<file path="src/rtl/hb2_init.sv">
// Hummingbird-2 initialisation stage: loads the IV and runs four init rounds
// through one shared wd_16 evaluator, producing the initial R1..R8 state.

module wd_16 #(
   parameter int unsigned WD_LAT = 4
) (
   input  logic        clk,
   input  logic        rst,
   input  logic [15:0] key_1,
   input  logic [15:0] key_2,
   input  logic [15:0] key_3,
   input  logic [15:0] key_4,
   input  logic [15:0] data_in,
   output logic [15:0] data_out
);
   // S-box tables, entry n held in nibble n
   localparam logic [63:0] S1_TAB = 64'h3a84_0d6b_f512_9ec7;
   localparam logic [63:0] S2_TAB = 64'h2b95_de03_c7f8_61a4;
   localparam logic [63:0] S3_TAB = 64'h79b0_438e_da65_1cf2;
   localparam logic [63:0] S4_TAB = 64'hbdc6_e03a_1279_854f;

   function automatic logic [15:0] sbox(input logic [15:0] x);
      sbox = {S4_TAB[{x[15:12], 2'b00} +: 4], S3_TAB[{x[11:8], 2'b00} +: 4],
              S2_TAB[{x[7:4], 2'b00} +: 4],   S1_TAB[{x[3:0], 2'b00} +: 4]};
   endfunction

   // f(x) = L(S(x)), L(s) = s ^ (s <<< 6) ^ (s <<< 10)
   function automatic logic [15:0] fmix(input logic [15:0] x);
      logic [15:0] s;
      s = sbox(x);
      fmix = s ^ {s[9:0], s[15:10]} ^ {s[5:0], s[15:6]};
   endfunction

   logic [15:0] res_c;

   always_comb begin
      res_c = fmix(fmix(fmix(fmix(data_in ^ key_1) ^ key_2) ^ key_3) ^ key_4);
   end

   // WD_LAT-1 register stages so data_out is valid WD_LAT cycles after data_in settles
   generate
      if (WD_LAT <= 1) begin : g_comb
         assign data_out = res_c;
      end else begin : g_pipe
         logic [15:0] pipe_q [WD_LAT-1];
         logic [15:0] pipe_d [WD_LAT-1];

         always_comb begin
            pipe_d[0] = res_c;
            for (int i = 1; i < int'(WD_LAT) - 1; i++) begin
               pipe_d[i] = pipe_q[i-1];
            end
         end

         always_ff @(posedge clk or posedge rst) begin
            if (rst) begin
               for (int i = 0; i < int'(WD_LAT) - 1; i++) begin
                  pipe_q[i] <= '0;
               end
            end else begin
               pipe_q <= pipe_d;
            end
         end

         assign data_out = pipe_q[WD_LAT-2];
      end
   endgenerate
endmodule

module hb2_init #(
   parameter int unsigned WD_LAT = 4
) (
   input  logic         clk,
   input  logic         rst,
   input  logic         start,
   input  logic [63:0]  iv,
   input  logic [127:0] key,
   output logic         busy,
   output logic         done,
   output logic [15:0]  r1_o,
   output logic [15:0]  r2_o,
   output logic [15:0]  r3_o,
   output logic [15:0]  r4_o,
   output logic [15:0]  r5_o,
   output logic [15:0]  r6_o,
   output logic [15:0]  r7_o,
   output logic [15:0]  r8_o
);
   localparam int unsigned CNT_W = (WD_LAT > 1) ? $clog2(WD_LAT) : 1;

   localparam logic [2:0] S_IDLE   = 3'd0;
   localparam logic [2:0] S_ISSUE  = 3'd1;
   localparam logic [2:0] S_WAIT   = 3'd2;
   localparam logic [2:0] S_UPDATE = 3'd3;
   localparam logic [2:0] S_DONE   = 3'd4;

   logic [2:0]       state_q, state_d;
   logic [1:0]       round_q, round_d;
   logic [1:0]       ev_q, ev_d;
   logic [CNT_W-1:0] cnt_q, cnt_d;
   logic [15:0]      wd_din_q, wd_din_d;
   logic             busy_q, busy_d;
   logic             done_q, done_d;
   logic [15:0]      r_q [8];
   logic [15:0]      r_d [8];
   logic [15:0]      t_q [4];
   logic [15:0]      t_d [4];
   logic [15:0]      ro_q [8];
   logic [15:0]      ro_d [8];

   logic [15:0]      sum_c [4];
   logic [15:0]      nr_c [4];
   logic [15:0]      k1_c, k2_c, k3_c, k4_c;
   logic [15:0]      wd_dout;

   // Odd evaluations use K5..K8; ev is stable through WAIT so the keys are too
   always_comb begin
      if (ev_q[0]) begin
         k1_c = key[63:48];
         k2_c = key[47:32];
         k3_c = key[31:16];
         k4_c = key[15:0];
      end else begin
         k1_c = key[127:112];
         k2_c = key[111:96];
         k3_c = key[95:80];
         k4_c = key[79:64];
      end
   end

   wd_16 #(.WD_LAT(WD_LAT)) u_wd (
      .clk      (clk),
      .rst      (~rst),
      .key_1    (k1_c),
      .key_2    (k2_c),
      .key_3    (k3_c),
      .key_4    (k4_c),
      .data_in  (wd_din_q),
      .data_out (wd_dout)
   );

   always_comb begin
      sum_c[0] = r_q[0] + t_q[3];
      sum_c[1] = r_q[1] + t_q[0];
      sum_c[2] = r_q[2] + t_q[1];
      sum_c[3] = r_q[3] + t_q[2];
   end

   always_comb begin
      nr_c[0] = {sum_c[0][12:0], sum_c[0][15:13]};
      nr_c[1] = {sum_c[1][14:0], sum_c[1][15]};
      nr_c[2] = {sum_c[2][7:0],  sum_c[2][15:8]};
      nr_c[3] = {sum_c[3][14:0], sum_c[3][15]};
   end

   always_comb begin
      state_d  = state_q;
      round_d  = round_q;
      ev_d     = ev_q;
      cnt_d    = cnt_q;
      wd_din_d = wd_din_q;
      busy_d   = busy_q;
      done_d   = 1'b0;
      r_d      = r_q;
      t_d      = t_q;
      ro_d     = ro_q;

      case (state_q)
         S_IDLE: begin
            if (start) begin
               r_d[0]  = iv[63:48];
               r_d[1]  = iv[47:32];
               r_d[2]  = iv[31:16];
               r_d[3]  = iv[15:0];
               r_d[4]  = iv[63:48];
               r_d[5]  = iv[47:32];
               r_d[6]  = iv[31:16];
               r_d[7]  = iv[15:0];
               round_d = 2'd0;
               ev_d    = 2'd0;
               busy_d  = 1'b1;
               state_d = S_ISSUE;
            end
         end
         S_ISSUE: begin
            case (ev_q)
               2'd0:    wd_din_d = r_q[0] + 16'(round_q);
               2'd1:    wd_din_d = r_q[1] + t_q[0];
               2'd2:    wd_din_d = r_q[2] + t_q[1];
               default: wd_din_d = r_q[3] + t_q[2];
            endcase
            cnt_d   = '0;
            state_d = S_WAIT;
         end
         S_WAIT: begin
            if (cnt_q == CNT_W'(WD_LAT - 1)) begin
               t_d[ev_q] = wd_dout;
               if (ev_q != 2'd3) begin
                  ev_d    = ev_q + 2'd1;
                  state_d = S_ISSUE;
               end else begin
                  state_d = S_UPDATE;
               end
            end else begin
               cnt_d = cnt_q + CNT_W'(1);
            end
         end
         S_UPDATE: begin
            for (int i = 0; i < 4; i++) begin
               r_d[i]   = nr_c[i];
               r_d[i+4] = r_q[i+4] ^ nr_c[i];
            end
            if (round_q != 2'd3) begin
               round_d = round_q + 2'd1;
               ev_d    = 2'd0;
               state_d = S_ISSUE;
            end else begin
               // Publish on entry to DONE so outputs are valid with the done pulse
               for (int i = 0; i < 4; i++) begin
                  ro_d[i]   = nr_c[i];
                  ro_d[i+4] = r_q[i+4] ^ nr_c[i];
               end
               done_d  = 1'b1;
               state_d = S_DONE;
            end
         end
         S_DONE: begin
            busy_d  = 1'b0;
            state_d = S_IDLE;
         end
         default: begin
            busy_d  = 1'b0;
            state_d = S_IDLE;
         end
      endcase
   end

   always_ff @(posedge clk or negedge rst) begin
      if (!rst) begin
         state_q  <= S_IDLE;
         round_q  <= '0;
         ev_q     <= '0;
         cnt_q    <= '0;
         wd_din_q <= '0;
         busy_q   <= 1'b0;
         done_q   <= 1'b0;
         for (int i = 0; i < 8; i++) begin
            r_q[i]  <= '0;
            ro_q[i] <= '0;
         end
         for (int i = 0; i < 4; i++) begin
            t_q[i] <= '0;
         end
      end else begin
         state_q  <= state_d;
         round_q  <= round_d;
         ev_q     <= ev_d;
         cnt_q    <= cnt_d;
         wd_din_q <= wd_din_d;
         busy_q   <= busy_d;
         done_q   <= done_d;
         r_q      <= r_d;
         t_q      <= t_d;
         ro_q     <= ro_d;
      end
   end

   assign busy = busy_q;
   assign done = done_q;
   assign r1_o = ro_q[0];
   assign r2_o = ro_q[1];
   assign r3_o = ro_q[2];
   assign r4_o = ro_q[3];
   assign r5_o = ro_q[4];
   assign r6_o = ro_q[5];
   assign r7_o = ro_q[6];
   assign r8_o = ro_q[7];
endmodule

</file>
<file path="config.mk">
export PLATFORM = sky130hd
export DESIGN_NAME = hb2_init
export DESIGN_NICKNAME = d
export VERILOG_FILES = /design/src/rtl/hb2_init.sv
export SDC_FILE = /design/constraint.sdc
export NUM_CORES = 1
export LEC_CHECK = 0
export BUFFER_PORTS_ARGS = -buffer_cell sky130_fd_sc_hd__buf_2
export CORE_MARGIN = 5
export CORE_UTILIZATION = 45
export CTS_CLUSTER_DIAMETER = 120
export DETAILED_ROUTE_END_ITERATION = 10
export SLEW_MARGIN = 20
export SYNTH_ARGS = -nofsm -noshare
export SYNTH_HDL_FRONTEND = slang
export SYNTH_SLANG_ARGS = --single-unit
export TNS_END_PERCENT = 10
</file>
<file path="constraint.sdc">
create_clock -name clk -period 11.5 [get_ports clk]
set_clock_uncertainty 0.1 [all_clocks]
set_input_delay 2.3 -clock clk [delete_from_list [all_inputs] [get_ports clk]]
set_output_delay 2.3 -clock clk [all_outputs]
set_load 0.01 [all_outputs]
</file>
==> impl_results.md, run 1 <==
* Worst hold path cell count at 0
* Synth warnings at 0
* Post-Route Hold Slack at 239.0 ps
* Rows at 84
* TritonRoute pass-1 iters at 7
* Arrival time of data at the critical path endpoint at roughly 9500 ps
* Port Buf Inserts at 324
* Post-synthesis cell type count at 69
* I/O pin count at 325
* Maximum frequency from static timing analysis at about 0.11 GHz
* Period utilization at between 70% and 80%
* Critical path class: primary input to register
* Core Footprint at 0.05276 mm²
* Starting utilization of the core area at 45.67%
* Min-Delay Path Class: register to register
* Post CTS Setup Buffer Count at 0
* Via count of the first global-routing pass at 18392
* Synthesis-to-layout area growth at 16.71%
* Least-Margin Pin Slew at 1028 ps
* Wire length of the first global-routing pass at 105300 µm
* Count of max-cap constraint violations at 0
* Count of cells along the worst register-to-register path at 25
* Clock tree from TritonCTS: done
* Number of instances in the synthesized netlist at 2201
* Number of gates resized after cts at 0
* H-tree levels at 2
* Data required, critical path at 11840 ps
* Predominant post-synthesis flop cell: sky130_fd_sc_hd__dfrtp_1
* Vias after detailed routing at 17845
* Final-report max-slew violation count at 0
* Count of hold buffers inserted by post-cts repair at 0
* Clock transition at the registers of the reported paths at 60 ps
* Ys async rst share at 100.0%
* Final Setup Violations at 0
* Post-synthesis register bit count at 395
* Hpwl dp at 50700 µm
* Die Span Y at 241.4 µm
* Count of fill cells added during filler insertion at roughly 4700
* Routability-driven placement congestion ratio at about 0.90
* Final period demand of the worst path at 9171 ps
* Post-synthesis cell area at 0.02410 mm²
* Max Fanout on Critical Path at 7
* Synthesized Nets at approximately 2500
* Horizontal extent of the die at 241.4 µm
* Routed len/inst at 21.06 µm
* Number of design-rule violations left by the first detailed-router iteration at approximately 1200
* Remaining max-slew budget at the tightest pin at 31.30%
* Result of the run: finished clean
* All-layer global routing usage at about 23%
* Final hold vios at 0
* Die Outline Area at 0.05827 mm²
* Clock latency at the later pin of the worst-skew pair at between 500 and 600 ps
* Largest net degree at the start of global routing at approximately 100
* Placement Cell Area at 0.02636 mm²
* Number of flops mapped to enable cells by yosys at 0
* Worst setup SP type: primary input
* Mean instance size in the synthesized netlist at 10.95 µm²
* Final #Nets at around 2800
* Non-Filler Cell Area, Final at 0.02812 mm²
* DRT Wirelength at around 68000 µm
* Clock buffer count from CTS at between 40 and 50
* Global-route congestion overflow total at 0
* Setup repair after global routing missed its margin: false
* Sequential area share after synthesis at about two fifths
* Share of post-route cells with drive strength above 1 at 26.31%
* Critical path capture point type: register
* # clock sinks at 395
* Average vias per placed instance at 5.540
* Post-route DRC violation count at 0
* Antenna violations before repair at 4
* Root Buffer: sky130_fd_sc_hd__clkbuf_16
* Number of buffers on the longest clock path at 3
* Antenna Violating Nets Remaining at 0
* Setup TNS at 0 ps
## path summary, 6_finish.rpt
check	from	to	slack, ps
worst max-delay path	key[49]	u_wd.g_pipe.pipe_d[24]$_DFF_PN0_	2330
worst min-delay path	u_wd.g_pipe.pipe_d[3]$_DFF_PN0_	u_wd.data_out[3]$_DFF_PN0_	240
worst max register to register	ev_q[0]$_DFFE_PN0P_	u_wd.g_pipe.pipe_d[24]$_DFF_PN0_	2770
worst min register to register	u_wd.g_pipe.pipe_d[3]$_DFF_PN0_	u_wd.data_out[3]$_DFF_PN0_	240
max in group asynchronous	rst	done$_DFF_PN0_	8050
min in group asynchronous	rst	r6_o[3]$_DFFE_PN0P_	1670
## Yosys cell counts, types with 7 or more instances
cell	n	share of area [%]
sky130_fd_sc_hd__xor2_1	61	2.2
sky130_fd_sc_hd__mux2i_1	110	4.6
sky130_fd_sc_hd__clkbuf_1	75	1.2
sky130_fd_sc_hd__nor2_1	70	1.1
sky130_fd_sc_hd__nand3_1	21	0.44
sky130_fd_sc_hd__o21ai_0	175	3.6
sky130_fd_sc_hd__a221o_1	57	2.4
sky130_fd_sc_hd__xnor3_1	10	0.93
sky130_fd_sc_hd__inv_1	113	1.8
sky130_fd_sc_hd__a22oi_1	47	1.5
sky130_fd_sc_hd__a21o_1	10	0.31
sky130_fd_sc_hd__xnor2_1	200	7.3
sky130_fd_sc_hd__a21oi_1	69	1.4
sky130_fd_sc_hd__mux2i_4	10	0.93
sky130_fd_sc_hd__mux4_2	18	1.7
sky130_fd_sc_hd__ha_1	140	7.3
sky130_fd_sc_hd__o211ai_1	15	0.47
sky130_fd_sc_hd__mux2_2	132	6.2
sky130_fd_sc_hd__a222oi_1	19	0.79
sky130_fd_sc_hd__xnor2_2	37	2.5
sky130_fd_sc_hd__dfrtp_1	395	41
sky130_fd_sc_hd__buf_1	16	0.25
sky130_fd_sc_hd__inv_2	7	0.11
sky130_fd_sc_hd__nand2_1	238	3.7
sky130_fd_sc_hd__o21bai_1	45	1.4
sky130_fd_sc_hd__mux2i_2	8	0.46
sky130_fd_sc_hd__nor3_1	25	0.52
## placed cells by master, fill, tap and decap left out, types with 9 or more instances in the layout
cell                        instances
sky130_fd_sc_hd__a22oi_1           47
sky130_fd_sc_hd__o21bai_1          45
sky130_fd_sc_hd__mux2i_1          110
sky130_fd_sc_hd__a221o_1           57
sky130_fd_sc_hd__ha_1             140
sky130_fd_sc_hd__mux2i_4           10
sky130_fd_sc_hd__a21o_1             9
sky130_fd_sc_hd__nor2_1            68
sky130_fd_sc_hd__a21oi_1           68
sky130_fd_sc_hd__xnor2_1          200
sky130_fd_sc_hd__xor2_1            61
sky130_fd_sc_hd__a222oi_1          19
sky130_fd_sc_hd__o211ai_1          15
sky130_fd_sc_hd__nand3_1           21
sky130_fd_sc_hd__o21ai_0          175
sky130_fd_sc_hd__mux4_2            18
sky130_fd_sc_hd__nand2_1          237
sky130_fd_sc_hd__buf_4             13
sky130_fd_sc_hd__bufinv_16         10
sky130_fd_sc_hd__clkbuf_8           9
sky130_fd_sc_hd__inv_1            113
sky130_fd_sc_hd__buf_2            323
sky130_fd_sc_hd__dfrtp_1          394
sky130_fd_sc_hd__clkbuf_16         46
sky130_fd_sc_hd__xnor2_2           37
sky130_fd_sc_hd__mux2_2           132
sky130_fd_sc_hd__nor3_1            25
sky130_fd_sc_hd__xnor3_1           10
## cell families (layout without fill, tap and decap cells)
| logic type | after synthesis | count (layout) | share of synthesized area, % |
|---|---|---|---|
| AO/OA/AOI/OAI | 460 | 460 | 12.97 |
| XOR/XNOR | 323 | 323 | 14.35 |
| adder cells (fa/ha/maj) | 146 | 146 | 7.732 |
| buffers and inverters | 215 | 545 | 3.438 |
| flip-flops | 395 | 395 | 41.02 |
| multiplexers | 282 | 282 | 14.02 |
| other | 0 | 2 | 0 |
| AND/OR/NAND/NOR | 380 | 380 | 6.475 |
## metal layers
layer	part of all wire (%)	GRT usage (%)
met1	43	30.94
met2	48	38.77
met3	5.5	3.996
met4	3.0	6.736
met5	0.060	0
## registers in the layout, summed over array words and instances, names as in the netlist, 3 cells and up
register and count:
wd_din_q 16, r7_o 16, state_q 3, r2_o 16
r_q 128, r5_o 16, r4_o 16, r8_o 16
r1_o 16, r6_o 16, u_wd.g_pipe.pipe_d 32, t_q 64
r3_o 16, u_wd.data_out 16
## per-stage QoR
stage / utilization, % / cells / worst slack (ps)
2_1_floorplan: - / 2201 / 2908
3_3_place_gp: 49.96 / 3132 / 2103
3_5_place_dp: 49.96 / 3132 / 1720
4_1_cts: 53.23 / 3218 / 2269
5_1_grt: 53.29 / 3219 / 1688
6_report: 53.30 / 3221 / 2329
## final cells by class
type	instances	area (µm²)	area share, %
Timing Repair Buffer	339	1768	6.287
Multi-Input combinational cell	1591	13420	47.74
Clock inverter	25	427.9	1.522
Antenna cell	2	5.005	0.01780
Tap cell	688	860.8	3.061
Clock buffer	61	1297	4.614
Sequential cell	395	9888	35.16
Inverter	120	450.4	1.602
## critical path, stage by stage
cell and delay (ps):
sky130_fd_sc_hd__buf_2 90, sky130_fd_sc_hd__mux2i_1 170, sky130_fd_sc_hd__xor2_1 460, sky130_fd_sc_hd__inv_1 140
sky130_fd_sc_hd__ha_1 340, sky130_fd_sc_hd__mux4_2 530, sky130_fd_sc_hd__xnor2_1 170, sky130_fd_sc_hd__xnor2_1 440
sky130_fd_sc_hd__inv_1 180, sky130_fd_sc_hd__ha_1 230, sky130_fd_sc_hd__or2_1 220, sky130_fd_sc_hd__a31oi_1 360
sky130_fd_sc_hd__xnor2_2 150, sky130_fd_sc_hd__xnor2_1 450, sky130_fd_sc_hd__inv_1 190, sky130_fd_sc_hd__ha_1 330
sky130_fd_sc_hd__mux4_2 490, sky130_fd_sc_hd__xor2_1 260, sky130_fd_sc_hd__xor2_1 500, sky130_fd_sc_hd__inv_1 170
sky130_fd_sc_hd__ha_1 230, sky130_fd_sc_hd__mux2_2 270, sky130_fd_sc_hd__a211oi_2 420, sky130_fd_sc_hd__xnor3_1 400
Power of run 1 is not shown: default switching activity piles up to over one toggle a cycle in this logic, so the estimate is an artifact.
==> run 2, diff against run 1 <==
Clock period 11.5 ns to 8.8 ns, I/O delays scaled along.
==> run 2 against run 1 <==
Register-to-register slack worse by 1800 ps; die area is the same; count of clock-buffer cells in the layout is 1 higher; setup slack got worse by 1800 ps; critical path depth is the same; core utilization is 0.23 points lower; non-clock buffer count up 7; global-route usage is 0.12 points lower; critical endpoint is now u_wd.g_pipe.pipe_d[31]$_DFF_PN0_; largest cell class unchanged.
==> impl_results.md, run 2 (synthesized netlist as in run 1, its figures left out) <==
* Result of the run: finished clean
* Count of fill cells added during filler insertion at 4691 (+0.62%)
* Data required, critical path at 9140 ps (-2700 ps)
* Clock transition at the registers of the reported paths at 60 ps (about the same)
* Commonest non-fill, non-tap cell in the layout: sky130_fd_sc_hd__dfrtp_1
* Period utilization at 93.98%
* Hpwl dp at 50670 µm (about the same)
* Clock buffer count from CTS at 46 (unchanged)
* Vias after detailed routing at 17836 (-0.050%)
* Root Buffer: sky130_fd_sc_hd__clkbuf_16
* Antenna Violating Nets Remaining at 0 (unchanged)
* Max Fanout on Critical Path at 7 (unchanged)
* Number of buffers on the longest clock path at 3 (unchanged)
* Critical path class: primary input to register
* Register name with the most flops: r_q
* Global-route congestion overflow total at 0 (unchanged)
* Maximum frequency from static timing analysis at 0.1209 GHz
* Remaining max-slew budget at the tightest pin at 30.00% (-1.3 points)
* Synthesis-to-layout area growth at 16.20%
* Clock latency at the later pin of the worst-skew pair at 570 ps (-20 ps)
* Final-report max-slew violation count at 0 (unchanged)
* Worst setup path end: u_wd.g_pipe.pipe_d[31]$_DFF_PN0_
* Largest net degree at the start of global routing at 177 (+70%)
* Final period demand of the worst path at 8270 ps
* Largest register FFs at 128 (unchanged)
* Setup TNS at 0 ps (unchanged)
* Min-Delay Path Class: register to register
* DRT Wirelength at 68310 µm (+0.72%)
* Commonest non-fill, non-tap cells in the layout: sky130_fd_sc_hd__dfrtp_1 (394), sky130_fd_sc_hd__buf_2 (323), sky130_fd_sc_hd__nand2_1 (237)
* Post-route DRC violation count at 0 (unchanged)
* Core Footprint at 0.05276 mm² (unchanged)
* Final #Nets at 2840 (+0.25%)
* Arrival time of data at the critical path endpoint at 8610 ps (-910 ps)
* Count of hold buffers inserted by post-cts repair at 0 (unchanged)
* Critical register-to-register path endpoint: u_wd.g_pipe.pipe_d[31]$_DFF_PN0_
* Port Buf Inserts at 324 (unchanged)
* Via count of the first global-routing pass at 18085 (-1.7%)
* Final Setup Violations at 0 (unchanged)
* Final hold vios at 0 (unchanged)
* Routability-driven placement congestion ratio at 0.9037 (+0.53%)
* Antenna violations before repair at 6 (+2)
* # clock sinks at 395 (unchanged)
* Post CTS Setup Buffer Count at 0 (unchanged)
* Critical path capture point type: register
* Worst setup SP type: primary input
* Number of gates resized after cts at 0 (unchanged)
* Critical path origin: key[52]
* TritonRoute pass-1 iters at 7 (unchanged)
* Least-Margin Pin Slew at 1043 ps (+14.44 ps)
* Die Span Y at 241.4 µm (unchanged)
* Count of max-cap constraint violations at 0 (unchanged)
* Count of cells along the worst register-to-register path at 23 (-8.0%)
* Share of post-route cells with drive strength above 1 at 26.40% (+0.087 points)
* I/O pin count at 325 (unchanged)
* Routed len/inst at 21.18 µm (+0.60%)
* Number of design-rule violations left by the first detailed-router iteration at 1233 (+0.16%)
* Cells traversed along the worst timing path: buf_2, mux2i_1, xor2_1, ha_1, mux2i_1, mux2i_1, xnor2_1, xnor2_1, inv_1, ha_1, mux4_2, xnor2_1, xor2_1, inv_1, ha_1, mux2_2, mux2i_2, xnor2_2, xnor2_1, inv_1, ha_1, or2_2, a31o_2, xor3_1
* Crit Reg-Reg Startpoint: ev_q[0]$_DFFE_PN0P_
* H-tree levels at 2 (unchanged)
* Horizontal extent of the die at 241.4 µm (unchanged)
* Clock tree from TritonCTS: done
* Average vias per placed instance at 5.531 (-0.17%)
* All-layer global routing usage at 22.96% (-0.12 points)
* Worst reg2reg setup slack at 1000 ps (-1770 ps)
* Wire length of the first global-routing pass at 104300 µm (-1.0%)
* Starting utilization of the core area at 45.67% (unchanged)
* Area of combinational cells with multiple inputs at 0.01342 mm² (unchanged)
* Setup repair after global routing missed its margin: false
* CP max stage delay at 670 ps (+140 ps)
* Sequential standard cell area at 0.009888 mm² (unchanged)
* Rows at 84 (unchanged)
* Critical path's slowest cell: sky130_fd_sc_hd__xnor2_1
* Die Outline Area at 0.05827 mm² (unchanged)
==> run 2: layout make-up <==
type | count | share of cell area (%)
inverters | 120 | 1.609
repair buffers | 346 | 6.475
diodes | 3 | 0.02681
clock inverters | 20 | 0.8670
multi-input cells | 1591 | 47.95
clock buffers | 62 | 4.683
well taps | 688 | 3.075
flip-flops and latches | 395 | 35.32
==> run 2: worst min path at each step <==
stage	slack [ps]	end	cells after the start	startpoint
floorplan	230	u_wd.data_out[0]$_DFF_PN0_	0	u_wd.g_pipe.pipe_d[0]$_DFF_PN0_
global placement	230	u_wd.data_out[8]$_DFF_PN0_	0	u_wd.g_pipe.pipe_d[8]$_DFF_PN0_
detailed placement	240	u_wd.data_out[11]$_DFF_PN0_	0	u_wd.g_pipe.pipe_d[11]$_DFF_PN0_
CTS	230	u_wd.data_out[4]$_DFF_PN0_	0	u_wd.g_pipe.pipe_d[4]$_DFF_PN0_
global route	250	u_wd.data_out[12]$_DFF_PN0_	0	u_wd.g_pipe.pipe_d[12]$_DFF_PN0_
finish	230	u_wd.data_out[4]$_DFF_PN0_	0	u_wd.g_pipe.pipe_d[4]$_DFF_PN0_
==> run 2: metrics by stage <==
step                      utilization (%)  std cells  setup slack (ps)  instance area, µm²  hold slack (ps)
after global routing                53.06       3224             11.61               28000            252.4
after CTS                           53.04       3222             613.5               27990            231.3
after global placement              50.10       3140             217.1               26430            233.1
after floorplan                         -       2201             748.3               24100            231.2
after detailed placement            50.10       3140             23.22               26430            235.5
final                               53.07       3225             530.1               28000            230.5
==> run 2: worst max-delay path: cells and delay by family <==
kind            cells  cell delay [ps]
mux                 6             1880
xor+xnor            8             2710
simple gates        1              290
fa+ha+maj           4             1050
compound gates      1              280
buf+inv             4              630
==> run 2: per-layer routing <==
metal / track usage, % / vias up / share of wire, %
li1: - / 8340 / -
met1: 30.97 / 8856 / 43
met2: 38.31 / 518 / 48
met3: 3.825 / 116 / 6.1
met4: 7.010 / 6 / 3.1
met5: 0 / - / 0.061
Power of run 2 is left out for the same reason.
